<file path="config.mk">
export PLATFORM = sky130hd
export DESIGN_NAME = seven_seg_fade_scan
export DESIGN_NICKNAME = d
export VERILOG_FILES = /design/src/rtl/seg7_pkg.sv /design/src/rtl/bcd_counter_chain.sv /design/src/rtl/seven_seg_fade_scan.sv
export SDC_FILE = /design/constraint.sdc
export NUM_CORES = 1
export LEC_CHECK = 0
export ABC_AREA = 1
export BUFFER_PORTS_ARGS = -buffer_cell sky130_fd_sc_hd__buf_2
export CAP_MARGIN = 20
export CELL_PAD_IN_SITES_DETAIL_PLACEMENT = 1
export CELL_PAD_IN_SITES_GLOBAL_PLACEMENT = 2
export CORE_ASPECT_RATIO = 2
export CORE_MARGIN = 4
export CORE_UTILIZATION = 33
export DETAILED_ROUTE_END_ITERATION = 7
export PLACE_DENSITY_LB_ADDON = 0.3
export SYNTH_ARGS = -nofsm -noshare
export SYNTH_HDL_FRONTEND = slang
export SYNTH_SLANG_ARGS = --single-unit
</file>
<file path="constraint.sdc">
create_clock -name clk -period 2.1 [get_ports clk]
set_input_delay 0.21 -clock clk [delete_from_list [all_inputs] [get_ports clk]]
set_output_delay 0.21 -clock clk [all_outputs]
set_load 0.03 [all_outputs]
</file>
<file path="src/rtl/seg7_pkg.sv">
// Segment codes {a,b,c,d,e,f,g,dp} (a in bit 7) and the BCD-to-segment decoder
// shared by the fading seven-segment display blocks.
package seg7_pkg;

   localparam logic [3:0] BCD_MAX   = 4'd9;

   localparam logic [7:0] SEG_0     = 8'hFC;
   localparam logic [7:0] SEG_1     = 8'h60;
   localparam logic [7:0] SEG_2     = 8'hDA;
   localparam logic [7:0] SEG_3     = 8'hF2;
   localparam logic [7:0] SEG_4     = 8'h66;
   localparam logic [7:0] SEG_5     = 8'hB6;
   localparam logic [7:0] SEG_6     = 8'hBE;
   localparam logic [7:0] SEG_7     = 8'hE0;
   localparam logic [7:0] SEG_8     = 8'hFE;
   localparam logic [7:0] SEG_9     = 8'hF6;
   localparam logic [7:0] SEG_BLANK = 8'h00;

   function automatic logic [7:0] bcd_to_seg(input logic [3:0] i_bcd);
      case (i_bcd)
         4'd0:    return SEG_0;
         4'd1:    return SEG_1;
         4'd2:    return SEG_2;
         4'd3:    return SEG_3;
         4'd4:    return SEG_4;
         4'd5:    return SEG_5;
         4'd6:    return SEG_6;
         4'd7:    return SEG_7;
         4'd8:    return SEG_8;
         4'd9:    return SEG_9;
         default: return SEG_BLANK;
      endcase
   endfunction

endpackage

</file>
<file path="src/rtl/bcd_counter_chain.sv">
// DIGITS-wide decimal up/down counter with clamped synchronous load. Keeps the
// previous count in o_old so the display can cross-fade between the two.
module bcd_counter_chain
   import seg7_pkg::*;
#(
   parameter int DIGITS = 4
) (
   input  logic                clk,
   input  logic                rst_n,
   input  logic                i_step,
   input  logic                i_up,
   input  logic                i_load,
   input  logic [4*DIGITS-1:0] i_load_val,
   output logic [4*DIGITS-1:0] o_value,
   output logic [4*DIGITS-1:0] o_old,
   output logic                o_wrap
);

   logic [4*DIGITS-1:0] r_value;
   logic [4*DIGITS-1:0] r_old;
   logic [4*DIGITS-1:0] w_next;
   logic [4*DIGITS-1:0] w_clamp;
   logic [DIGITS:0]     w_carry;

   // w_carry is a carry when counting up and a borrow when counting down;
   // a carry out of the top digit is exactly the wrap condition.
   always_comb begin
      w_next     = '0;
      w_clamp    = '0;
      w_carry    = '0;
      w_carry[0] = 1'b1;
      for (int i = 0; i < DIGITS; i++) begin
         w_clamp[4*i +: 4] = (i_load_val[4*i +: 4] > BCD_MAX) ? 4'd0 : i_load_val[4*i +: 4];
         if (!w_carry[i]) begin
            w_next[4*i +: 4] = r_value[4*i +: 4];
            w_carry[i+1]     = 1'b0;
         end else if (i_up) begin
            w_carry[i+1]     = (r_value[4*i +: 4] == BCD_MAX);
            w_next[4*i +: 4] = w_carry[i+1] ? 4'd0 : r_value[4*i +: 4] + 4'd1;
         end else begin
            w_carry[i+1]     = (r_value[4*i +: 4] == 4'd0);
            w_next[4*i +: 4] = w_carry[i+1] ? BCD_MAX : r_value[4*i +: 4] - 4'd1;
         end
      end
   end

   always_ff @(posedge clk) begin
      if (!rst_n) begin
         r_value <= '0;
         r_old   <= '0;
      end else if (i_load) begin
         r_value <= w_clamp;
         r_old   <= w_clamp;
      end else if (i_step) begin
         r_old   <= r_value;
         r_value <= w_next;
      end
   end

   assign o_value = r_value;
   assign o_old   = r_old;
   assign o_wrap  = w_carry[DIGITS];

endmodule

</file>
<file path="src/rtl/seven_seg_fade_scan.sv">
// Multi-digit BCD counter with PWM cross-fade between old and new count,
// scanned onto a time-multiplexed seven-segment display.
module seven_seg_fade_scan
   import seg7_pkg::*;
#(
   parameter int DIGITS    = 4,
   parameter int TICK_BITS = 24,
   parameter int FADE_BITS = 4,
   parameter int SCAN_BITS = 16,
   parameter int BLANK_LZ  = 0
) (
   input  logic                clk,
   input  logic                rst_n,
   input  logic                en,
   input  logic                up,
   input  logic                load,
   input  logic [4*DIGITS-1:0] load_val,
   output logic [4*DIGITS-1:0] value,
   output logic                step,
   output logic                wrap,
   output logic [7:0]          seg,
   output logic [DIGITS-1:0]   dig_sel
);

   localparam int IDX_W = (DIGITS > 1) ? $clog2(DIGITS) : 1;

   logic [TICK_BITS-1:0] r_presc;
   logic [FADE_BITS:0]   r_acc;
   logic [SCAN_BITS-1:0] r_sc;
   logic [IDX_W-1:0]     r_idx;
   logic                 r_step;
   logic                 r_wrap;
   logic [7:0]           r_seg;
   logic [DIGITS-1:0]    r_dig_sel;

   logic [4*DIGITS-1:0]  w_value;
   logic [4*DIGITS-1:0]  w_old;
   logic [4*DIGITS-1:0]  w_shown;
   logic [FADE_BITS-1:0] w_duty;
   logic [3:0]           w_dig;
   logic [DIGITS:0]      w_lz;
   logic                 w_tick;
   logic                 w_wrap;
   logic                 w_phase;
   logic                 w_show_new;
   logic                 w_blank;

   bcd_counter_chain #(.DIGITS(DIGITS)) u_chain (
      .clk        (clk),
      .rst_n      (rst_n),
      .i_step     (w_tick),
      .i_up       (up),
      .i_load     (load),
      .i_load_val (load_val),
      .o_value    (w_value),
      .o_old      (w_old),
      .o_wrap     (w_wrap)
   );

   assign w_tick     = en && (&r_presc);
   assign w_phase    = r_presc[TICK_BITS-1];
   assign w_duty     = r_presc[TICK_BITS-2 -: FADE_BITS];
   // Accumulator carry is a first-order PWM of duty; the second half-period shows new outright.
   assign w_show_new = w_phase | r_acc[FADE_BITS];
   assign w_shown    = w_show_new ? w_value : w_old;

   // w_lz[i]: every shown digit from i upward is zero.
   always_comb begin
      w_dig        = 4'd0;
      w_blank      = 1'b0;
      w_lz         = '0;
      w_lz[DIGITS] = 1'b1;
      for (int i = DIGITS-1; i >= 0; i--) begin
         w_lz[i] = w_lz[i+1] && (w_shown[4*i +: 4] == 4'd0);
      end
      for (int i = 0; i < DIGITS; i++) begin
         if (r_idx == IDX_W'(i)) begin
            w_dig   = w_shown[4*i +: 4];
            w_blank = (BLANK_LZ != 0) && (i != 0) && w_lz[i];
         end
      end
   end

   always_ff @(posedge clk) begin
      if (!rst_n) begin
         r_presc   <= '0;
         r_acc     <= '0;
         r_sc      <= '0;
         r_idx     <= '0;
         r_step    <= 1'b0;
         r_wrap    <= 1'b0;
         r_seg     <= SEG_BLANK;
         r_dig_sel <= '0;
      end else begin
         r_acc <= {1'b0, r_acc[FADE_BITS-1:0]} + {1'b0, w_duty};
         r_sc  <= r_sc + SCAN_BITS'(1);
         if (&r_sc) begin
            r_idx <= (r_idx == IDX_W'(DIGITS-1)) ? '0 : r_idx + IDX_W'(1);
         end
         if (load) begin
            r_presc <= '0;
         end else if (en) begin
            r_presc <= r_presc + TICK_BITS'(1);
         end
         r_step    <= w_tick && !load;
         r_wrap    <= w_tick && !load && w_wrap;
         r_seg     <= w_blank ? SEG_BLANK : bcd_to_seg(w_dig);
         r_dig_sel <= DIGITS'(1) << r_idx;
      end
   end

   assign value   = w_value;
   assign step    = r_step;
   assign wrap    = r_wrap;
   assign seg     = r_seg;
   assign dig_sel = r_dig_sel;

endmodule

</file>
==> impl_metrics.csv, run 1 <==
group,metric,value,unit
synth,synth_top_cell_area_share,35.99,%
hold_path,whs_path_depth,3,
pwr,powerDensity,695.4,mW/mm^2
worst_setup_path,rr_endpoint,"u_chain.o_value[14]$_SDFFE_PN0P_",
synth,yosys-top-cells-area,"dfxtp_1 36%, nand2_1 13%, inv_1 7.3%, o21ai_0 6.2%, nor2_1 5.9%",
pwr,clockPowerShare,42.5,%
floorplan,die_h,184.1,um
synth,synthCells,767,
detailed_routing,routed_wl,17060,um
floorplan,initial_core_util,33.46,%
cells_and_area,fin_nets,872,
global_routing,gr-total-overflow,0,
synth,yosys_warnings,0,
cts,cts_made_buffers,9,
hold_path,hold_path.class,"input pin to flop",
detailed_routing,post_drt_wl_per_cell,16.46,um
floorplan,io_pins,51,
synth,avgSynthCellArea,6.672,um^2
cells_and_area,drive_above_1_share,15.39,%
cts,clockBufferDepth,2,
hold_path,min_from,"load_val[8]",
worst_setup_path,cp-start-kind,"flop",
cells_and_area,n_fill_cell,2001,
timing,finalSetupViolCount,0,
cts,cts_root_buf,"clkbuf_16",
worst_setup_path,arrival,2.20,ns
timing,timing.fmax,520.2,MHz
worst_setup_path,rr_worst_depth,9,
global_routing,grt_max_degree,33,
floorplan,core_region_area,0.01529,mm^2
worst_setup_path,critPathMaxFanout,7,
global_routing,grt_pass1_wl,27340,um
worst_setup_path,crit_type,"flop to flop",
pwr,switching_share,28.27,%
cts,hold_buffers,0,
placement,port_buffers,49,
worst_setup_path,crit_path_start,"u_chain.o_value[4]$_SDFFE_PN0P_",
synth,seq_area_frac_synth,35.99,%
outcome,status,"completed",
synth,synth.largest_area_cell,"dfxtp_1",
floorplan,dieArea,0.01768,mm^2
detailed_routing,drc_errors,0,
cts,cts_tree,"yes",
synth,ys_types,42,
detailed_routing,drt_iter0_markers,108,
pwr,p_comb_share,13.6,%
detailed_routing,dr.pass1.iters,4,
worst_setup_path,regToRegSetupSlack,0.18,ns
worst_setup_path,end_kind,"flop",
pwr,vdd_drop_max,379.4,uV
timing,finalWorstSetupSlack,0.1776,ns
timing,skew,0.007777,ns
run,drv_cap,0,
timing,post-route-min-period,1.922,ns
timing,drv_slew,0,
detailed_routing,num_vias,5310,
cts,clock_latency,0.35,ns
worst_setup_path,cp.required,2.38,ns
global_routing,track_usage,20.02,%
placement,dp_hpwl,13120,um
timing,rsz0062_at_grt,"false",
worst_setup_path,rr_startpoint,"u_chain.o_value[4]$_SDFFE_PN0P_",
timing,fin_crit_sh,91.54,%
synth,synth_nets,806,
cts,htree_levels,3,
cts,path_clk_slew,0.07,ns
timing,tns,0,ns
pwr,seq_power_share,43.9,%
detailed_routing,viasPerCell,5.125,
global_routing,antenna_found_initial,0,
detailed_routing,drt.antenna.violating_nets,0,
timing,timing_hold_violations_final,0,
placement,gp_routability_congestion,0.9112,
synth,synthesis.area,0.005117,mm^2
synth,synth_edf_count,0,
floorplan,die_w,96.06,um
synth,async_reset_ff_share,0,%
cts,clock_sinks,92,
pwr,leakage,2.637,nW
pwr,power.switching,0.001195,W
hold_path,min_to,"u_chain.o_old[8]$_SDFFE_PN0P_",
synth,synth_seq_cells,92,
synth,synth_ff_type,"dfxtp_1",
cells_and_area,n_antenna_cell,0,
floorplan,placement_rows,64,
placement,place_ws,-0.02339,ns
cells_and_area,area_growth,18.75,%
global_routing,grt_pass1_vias,5772,
pwr,p_int,0.003031,W
## state kept, by name, indices dropped and copies added (netlist names)
signal / flops
u_chain.o_value: 16
dig_sel: 4
r_presc: 24
step: 1
seg: 7
r_sc: 16
r_acc: 5
u_chain.o_old: 16
wrap: 1
r_idx: 2
## cells in the mapped netlist (2+ instances only)
library cell	n
dfxtp_1	92
o21bai_1	2
nor2_4	2
buf_2	2
o32ai_1	3
nor2_1	80
a31oi_1	20
xor2_1	8
clkbuf_1	13
nand3b_1	3
o21ai_1	3
a21oi_1	48
o21ai_0	63
nor2_2	2
inv_2	5
nand2_4	2
ha_1	17
nand2_2	10
nand3_1	54
inv_1	99
o31ai_1	2
nand4_1	5
xnor2_1	3
buf_6	4
nor3_1	28
nand2_1	176
o211ai_1	2
nor3b_1	4
o21a_1	2
## worst max-delay path, stage by stage (launching register included)
cell and delay (ns):
dfxtp_1 0.38, nor2_1 0.30, nand3_1 0.14, o21ai_0 0.33, nand3b_1 0.19, nand2_1 0.11, nand2_2 0.11, inv_2 0.11
nand2_1 0.06, a21oi_1 0.12
## worst max-delay path by stage
stage                                                  end  slack [ns]  cells past startpoint
after floorplan                          seg[4]$_SDFF_PN0_        0.22                     14
after global placement                   seg[4]$_SDFF_PN0_        0.08                     15
after detailed placement                 seg[4]$_SDFF_PN0_       -0.02                     15
after global routing                     seg[4]$_SDFF_PN0_       0.006                     14
after CTS                                seg[4]$_SDFF_PN0_        0.03                     15
final                     u_chain.o_value[14]$_SDFFE_PN0P_        0.18                      9
## power by group through the flow
stage	registers, W	logic (W)	clock network, W
6_report	0.00186	0.000573	0.00180
5_1_grt	0.00186	0.000638	0.00193
4_1_cts	0.00186	0.000578	0.00185
3_5_place_dp	0.00190	0.000572	0
3_3_place_gp	0.00189	0.000558	0
2_1_floorplan	0.00195	0.000313	0
## cell usage in the layout, fill, tap and decap left out, types with 2 or more instances in the layout
cell type	synthesis	routed
nand4_1	5	5
nand3_1	54	54
o21ai_1	3	5
o21a_1	2	2
o21ai_0	63	61
a31oi_1	20	20
inv_2	5	9
buf_4	1	25
nor2_2	2	2
nand3b_1	3	3
o21bai_1	2	2
inv_1	99	94
a21oi_1	48	48
xor2_1	8	8
bufinv_16	0	2
buf_2	2	49
dfxtp_2	0	2
dfxtp_1	92	89
inv_6	0	2
nor2_4	2	3
o211ai_1	2	2
o31ai_1	2	2
nand2_2	10	11
nand2_4	2	2
nor3_1	28	26
ha_1	17	16
nand2_1	176	175
nor3b_1	4	4
o32ai_1	3	3
nor2_1	80	79
nor3_2	0	2
xnor2_1	3	3
clkbuf_16	0	9
## cell families after synthesis
family	Yosys count	synth area share (%)
AND/OR/NAND/NOR	369	31.22
AO/OA/AOI/OAI	151	16.38
buffers and inverters	125	9.902
flip-flops	92	35.99
adder cells (fa/ha/maj)	18	4.548
XOR/XNOR	11	1.883
other	1	0.07328
## routing by layer
metal / vias to the layer above / GRT usage [%] / part of all wire, % / wire length [um]
li1: 2628 / - / - / -
met3: 44 / 2.737 / 2.7 / 460
met4: 0 / 11.06 / 4.2 / 723
met2: 94 / 39.82 / 58 / 9909
met1: 2544 / 18.32 / 35 / 5963
met5: - / 0 / 0 / 0
## layout make-up
cell class	count	area [um^2]	share of cell area (%)
Sequential cell	92	1848	30.41
Inverter	104	392.9	6.465
Tap cell	198	247.7	4.077
Clock buffer	9	225.2	3.706
Multi-Input combinational cell	551	2811	46.26
Timing Repair Buffer	75	452.9	7.453
Clock inverter	7	98.84	1.627
## per-stage QoR
stage               utilization (%)  hold slack, ns  cell area [um^2]  total power (W)  cells
floorplan                         -          0.3483              5117         0.002263    767
global placement              37.13          0.4333              5679         0.002452   1016
detailed placement            37.13          0.4439              5679         0.002469   1016
CTS                           39.32          0.1664              6013         0.004280   1033
global route                  39.73          0.1845              6077         0.004430   1036
finish                        39.73          0.1749              6077         0.004226   1036
## what timing repair did
item | CTS | global route
gates resized for setup | 1 | 18
endpoints found under the setup margin | 2 | 11
cloned | 0 | 1
endpoints found under the hold margin | 0 | 0
pin swaps | 1 | 3
buffers inserted | 1 | 2
No activity file was read; power rests on OpenSTA's default activity.
==> run 2, diff against run 1 <==
--- a/config.mk
+++ b/config.mk
@@ -8,3 +8,2 @@
 export ABC_AREA = 1
-export BUFFER_PORTS_ARGS = -buffer_cell sky130_fd_sc_hd__buf_2
 export CAP_MARGIN = 20
@@ -14,4 +13,5 @@
 export CORE_MARGIN = 4
-export CORE_UTILIZATION = 33
+export CORE_UTILIZATION = 35
 export DETAILED_ROUTE_END_ITERATION = 7
+export DONT_BUFFER_PORTS = 1
 export PLACE_DENSITY_LB_ADDON = 0.3
==> constraint.sdc (replaced) <==
create_clock -name clk -period 2.1 [get_ports clk]
set_input_delay 0.105 -clock clk [delete_from_list [all_inputs] [get_ports clk]]
set_output_delay 0.105 -clock clk [all_outputs]
set_load 0.03 [all_outputs]
==> run 2 against run 1 <==
Non-clock buffer count down 26. Cell area down 1.4%. Clock power down 12%. Critical endpoint unchanged. Largest cell class unchanged. Highest routed layer unchanged.
==> impl_metrics.csv, run 2 (synthesis gave the netlist of run 1 again) <==
group,metric,value,unit
worst_setup_path,cp-start-kind,"flop",
global_routing,grt_pass1_wl,27120,um
detailed_routing,routed_wl,16850,um
timing,drv_slew,0,
global_routing,antenna_found_initial,0,
worst_setup_path,rr_worst_depth,10,
placement,dp.cells,974,
global_routing,gr-total-overflow,0,
cells_and_area,final_common_cell,"nand2_1",
timing,timing_hold_violations_final,0,
detailed_routing,viasPerCell,5.157,
timing,fin_crit_sh,90.21,%
timing,finalWorstSetupSlack,0.2056,ns
hold_path,min_to,"u_chain.o_old[11]$_SDFFE_PN0P_",
worst_setup_path,end_kind,"flop",
cells_and_area,area_growth,17.09,%
cts,htree_levels,3,
cells_and_area,n_fill_cell,1877,
worst_setup_path,rr_startpoint,"u_chain.o_value[8]$_SDFFE_PN0P_",
timing,hold_slack,0.006330,ns
detailed_routing,drt.antenna.violating_nets,0,
worst_setup_path,critPathMaxFanout,5,
cts,cts_tree,"yes",
run,drv_cap,0,
cells_and_area,fin_nets,846,
cells_and_area,n_antenna_cell,0,
pwr,powerDensity,664.9,mW/mm^2
detailed_routing,dr.pass1.iters,4,
detailed_routing,post_drt_wl_per_cell,16.78,um
detailed_routing,drt_iter0_markers,148,
detailed_routing,num_vias,5178,
hold_path,hold_path.class,"input pin to flop",
global_routing,track_usage,20.82,%
cells_and_area,top_register,"r_presc",
worst_setup_path,rr_endpoint,"u_chain.o_value[14]$_SDFFE_PN0P_",
floorplan,initial_core_util,35.66,%
floorplan,dieArea,0.01674,mm^2
worst_setup_path,regToRegSetupSlack,0.21,ns
pwr,leakage,2.506,nW
floorplan,die_h,179,um
placement,dp_hpwl,12960,um
cts,cts_root_buf,"clkbuf_16",
timing,finalSetupViolCount,0,
cts,clock_sinks,92,
timing,post-route-min-period,1.894,ns
cts,cts_made_buffers,9,
cts,path_clk_slew,0.07,ns
hold_path,min_from,"load_val[11]",
placement,place_ws,0.08234,ns
timing,worst_pin_slew,0.5498,ns
pwr,vdd_drop_max,384.3,uV
timing,skew,0.007357,ns
detailed_routing,drc_errors,0,
global_routing,grt_max_degree,33,
pwr,p_total,0.003984,W
cts,clock_latency,0.35,ns
global_routing,grt_pass1_vias,5682,
floorplan,die_w,93.50,um
cells_and_area,drive_above_1_share,10.47,%
worst_setup_path,crit_type,"flop to flop",
hold_path,whs_path_depth,2,
floorplan,placement_rows,62,
cts,clockBufferDepth,2,
worst_setup_path,cp.required,2.38,ns
timing,rsz0062_at_grt,"true",
worst_setup_path,arrival,2.17,ns
cells_and_area,mostFrequentLayoutCells,"176 x nand2_1, 95 x inv_1, 90 x dfxtp_1",
cells_and_area,largest_reg_flops,24,
cells_and_area,fin_cells,1004,
cells_and_area,utilization,41.75,%
timing,timing.fmax,527.9,MHz
placement,port_buffers,0,
floorplan,io_pins,51,
placement,gp_routability_congestion,0.8276,
timing,slew-limit-headroom,63.31,%
floorplan,core_region_area,0.01435,mm^2
outcome,status,"completed",
run 2: worst max-delay path by stage:
stage | start | depth (start not counted) | slack [ns] | endpoint
floorplan | r_idx[1]$_SDFFE_PN0P_ | 14 | 0.22 | seg[4]$_SDFF_PN0_
global placement | r_idx[0]$_SDFFE_PN0P_ | 16 | 0.20 | seg[2]$_SDFF_PN0_
finish | u_chain.o_value[8]$_SDFFE_PN0P_ | 10 | 0.21 | u_chain.o_value[14]$_SDFFE_PN0P_
CTS | r_idx[0]$_SDFFE_PN0P_ | 16 | 0.06 | seg[2]$_SDFF_PN0_
detailed placement | r_idx[0]$_SDFFE_PN0P_ | 16 | 0.08 | seg[2]$_SDFF_PN0_
global route | r_idx[0]$_SDFFE_PN0P_ | 16 | -0.03 | seg[2]$_SDFF_PN0_
run 2: critical path: stages, from the launching register on:
cell and delay [ns]:
dfxtp_1 0.39, buf_4 0.20, inv_1 0.08, o21ai_0 0.25, nand2_1 0.12, nand3b_1 0.25, nand2_1 0.12, nand2_2 0.12
inv_2 0.12, nand2_1 0.06, a21oi_1 0.11
run 2: per-layer routing:
layer	share of wire (%)	wire length (um)	vias to the layer above	global-route usage, %
li1	-	-	2569	-
met1	35	5904	2490	18.85
met2	58	9770	78	42.52
met3	2.7	457	41	3.654
met4	4.2	713	0	9.969
met5	0	0	-	0
run 2: through the flow:
stage / cell area, um^2 / TNS, ns
5_1_grt: 5992 / -0.02735
6_report: 5992 / 0
3_3_place_gp: 5524 / 0
4_1_cts: 5943 / 0
2_1_floorplan: 5117 / 0
3_5_place_dp: 5524 / 0
run 2: timing repair:
action | 4_1_cts | 5_1_grt
resized for setup | 0 | 15
hold buffers | 13 | 0
endpoints found under the setup margin | 0 | 19
hold endpoints to repair | 49 | 0
buffers inserted | 0 | 0
run 2: final cells by class:
class                      count  area [um^2]  area share (%)
multi-input combinational    551         2813           46.94
sequential                    92         1844           30.78
timing repair buffer          49        422.9           7.058
inverter                     104        392.9           6.557
tap                          192        240.2           4.009
clock buffer                  11        232.7           3.884
clock inverter                 5        46.29          0.7726
run 2: power by group:
group	total, W	internal, W	switching [W]
sequential	0.00187	0.00180	0.0000706
clock	0.00158	0.000824	0.000755
combinational	0.000534	0.000183	0.000351
total	0.00398	0.00281	0.00118
==> run 3, diff against run 2 <==
Settings changed: ABC_AREA 1 to unset.
==> run 3 against run 2 <==
The run now ends with negative hold slack, negative setup slack left. Cell area rose by 4.4%. Sequential share of layout area down 1.2 points. Worst setup slack worse by 0.24 ns.
==> impl_metrics.csv, run 3 <==
group,metric,value,unit
cells_and_area,largest_reg_flops,24,
timing,finalWorstSetupSlack,-0.03151,ns
cells_and_area,n_antenna_cell,0,
cts,clock_sinks,92,
synth,ys_types,68,
synth,synth_top_family_by_area,"simple AND/OR/NAND/NOR gates",
floorplan,die_w,93.35,um
worst_setup_path,crit_type,"flop to flop",
synth,synth.largest_area_cell,"dfxtp_1",
timing,finalSetupViolCount,1,
pwr,leakage,2.554,nW
detailed_routing,drc_errors,0,
cts,htree_levels,3,
cts,path_clk_slew,0.06,ns
timing,fin_crit_sh,101.5,%
global_routing,grt_pass1_vias,5132,
cells_and_area,area_growth,22.70,%
run,drv_cap,0,
synth,synth_seq_cells,92,
synth,yosys_warnings,0,
placement,dp_hpwl,11410,um
floorplan,initial_core_util,35.53,%
placement,port_buffers,0,
synth,synthCells,610,
outcome,violations,"negative hold slack, negative setup slack",
timing,hold_slack,-0.004570,ns
detailed_routing,viasPerCell,5.489,
floorplan,core_region_area,0.01435,mm^2
cts,clockBufferDepth,2,
timing,post-route-min-period,2.132,ns
timing,drv_slew,0,
hold_path,hold_path.class,"input pin to flop",
synth,synth_xor_xnor_area_share,6.528,%
global_routing,antenna_found_initial,0,
cells_and_area,top_register,"r_presc",
global_routing,track_usage,19.43,%
floorplan,placement_rows,62,
synth,synth_ff_type,"dfxtp_1",
cts,cts_made_buffers,9,
cells_and_area,final_common_cell,"dfxtp_1",
cells_and_area,fin_cells,863,
synth,seq_area_frac_synth,36.12,%
synth,yosys.area_share.adder,4.564,%
cts,clock_latency,0.34,ns
worst_setup_path,cp.required,2.38,ns
detailed_routing,drt.antenna.violating_nets,0,
worst_setup_path,end_kind,"flop",
timing,worst_pin_slew,0.5748,ns
worst_setup_path,cp-start-kind,"flop",
synth,synthesis.area,0.005099,mm^2
placement,place_ws,0.02638,ns
synth,async_reset_ff_share,0,%
timing,timing_hold_violations_final,1,
cts,cts_root_buf,"clkbuf_16",
timing,slew-limit-headroom,61.64,%
placement,gp_routability_congestion,0.8442,
timing,timing.fmax,469.2,MHz
global_routing,grt_pass1_wl,25520,um
cells_and_area,utilization,43.59,%
cells_and_area,drive_above_1_share,18.93,%
synth,avgSynthCellArea,8.358,um^2
global_routing,grt_max_degree,41,
detailed_routing,dr.pass1.iters,4,
global_routing,gr-total-overflow,0,
worst_setup_path,arrival,2.41,ns
floorplan,io_pins,51,
floorplan,die_h,178.7,um
cells_and_area,fin_nets,706,
detailed_routing,post_drt_wl_per_cell,18.52,um
detailed_routing,num_vias,4737,
synth,synth_edf_count,0,
timing,rsz0062_at_grt,"true",
pwr,powerDensity,643.3,mW/mm^2
cells_and_area,final_cell_area,0.006256,mm^2
cts,cts_tree,"yes",
synth,yosysMostFrequentCell,"dfxtp_1",
timing,skew,0.007841,ns
synth,yosys-top-cells-area,"dfxtp_1 36%, mux2i_1 5.7%, o21ai_0 5.1%, nor2_1 4.6%, xor2_1 4.3%",
pwr,p_total,0.004025,W
placement,dp.cells,820,
detailed_routing,routed_wl,15980,um
cells_and_area,mostFrequentLayoutCells,"87 x dfxtp_1, 63 x buf_4, 62 x nor2_1",
synth,muxShareOfSynthArea,7.018,%
floorplan,dieArea,0.01668,mm^2
synth,synth-compound-area-share,16.44,%
synth,synth_top_cell_area_share,36.12,%
synth,synth_common_cells,"92 x dfxtp_1, 62 x nor2_1, 52 x o21ai_0, 40 x nand2_1, 36 x a21oi_1",
placement,place_area,0.005600,mm^2
pwr,vdd_drop_max,416.3,uV
synth,synth_nets,649,
outcome,status,"complete, but fails checks",
worst_setup_path,critPathMaxFanout,7,
synth,synthSimpleGateAreaFrac,23.48,%
detailed_routing,drt_iter0_markers,201,
==> run 3: cell count changes after synthesis, sizes merged, moves of 11 or more <==
cell,previous run,this run
and3,0,11
nand2,188,40
xor2,8,25
a21oi,49,36
nor3,28,14
nand3,55,34
nor2b,0,11
mux2i,0,29
o21ai,67,55
a31oi,20,5
nand4,5,16
inv,104,15
nor2,84,64
clkbuf,14,27
==> run 3: worst max-delay path, cell delays in order (launching register included) <==
cell	delay, ns
dfxtp_4	0.36
nor2_4	0.18
buf_12	0.16
buf_8	0.12
mux2_4	0.30
a22oi_2	0.22
buf_4	0.17
ha_4	0.20
mux2_4	0.27
o21ai_2	0.10
==> run 3: cell families after synthesis <==
group / Yosys count
xor+xnor: 38
mux: 35
other cells: 1
fa+ha+maj: 18
compound gates: 138
simple gates: 232
buf+inv: 56
flops: 92
==> run 3: final timing paths <==
kind	depth (start not counted)	slack, ns	end	from
worst max-delay path	9	-0.03	seg[4]$_SDFF_PN0_	r_presc[23]$_SDFFE_PP0P_
worst min-delay path	2	-0.005	seg[4]$_SDFF_PN0_	rst_n
worst max register to register	9	-0.03	seg[4]$_SDFF_PN0_	r_presc[23]$_SDFFE_PP0P_
worst min register to register	1	0.48	r_sc[0]$_SDFF_PN0_	r_sc[0]$_SDFF_PN0_
==> run 3: what timing repair did <==
action	in CTS	in global routing
gates resized for setup	2	22
setup endpoints to repair	3	19
pin swaps	0	6
hold endpoints to repair	33	9
buffers inserted	0	8
hold buffers	18	2
==> run 3: final cells by class <==
cell class | count | area [um^2]
Fill cell | 1727 | 8095
Multi-Input combinational cell | 462 | 3054
Sequential cell | 92 | 1851
Timing Repair Buffer | 87 | 748.2
Tap cell | 192 | 240.2
Clock buffer | 10 | 229.0
Clock inverter | 5 | 77.57
Inverter | 15 | 56.30
==> run 3: report_power, final <==
group	leakage (nW)	internal (W)	switching [W]	total, W
clock	0.148	0.00103	0.000673	0.00171
sequential	0.752	0.00180	0.0000763	0.00187
combinational	1.65	0.000184	0.000263	0.000447
total	2.55	0.00301	0.00101	0.00402
==> run 3: stage by stage <==
stage                     hold WS, ns     TNS, ns
after detailed placement       0.2381           0
final                       -0.004570    -0.03151
after global routing         0.008298     -0.3345
after CTS                     -0.1096  -0.0005067
after global placement         0.2290           0
after floorplan                0.2653    -0.01530
==> run 3: per-layer routing <==
| metal | track usage [%] | share of wire (%) |
|---|---|---|
| met1 | 18.57 | 34 |
| met2 | 37.77 | 58 |
| met3 | 3.528 | 3.3 |
| met4 | 10.76 | 4.6 |
| met5 | 0 | 0 |
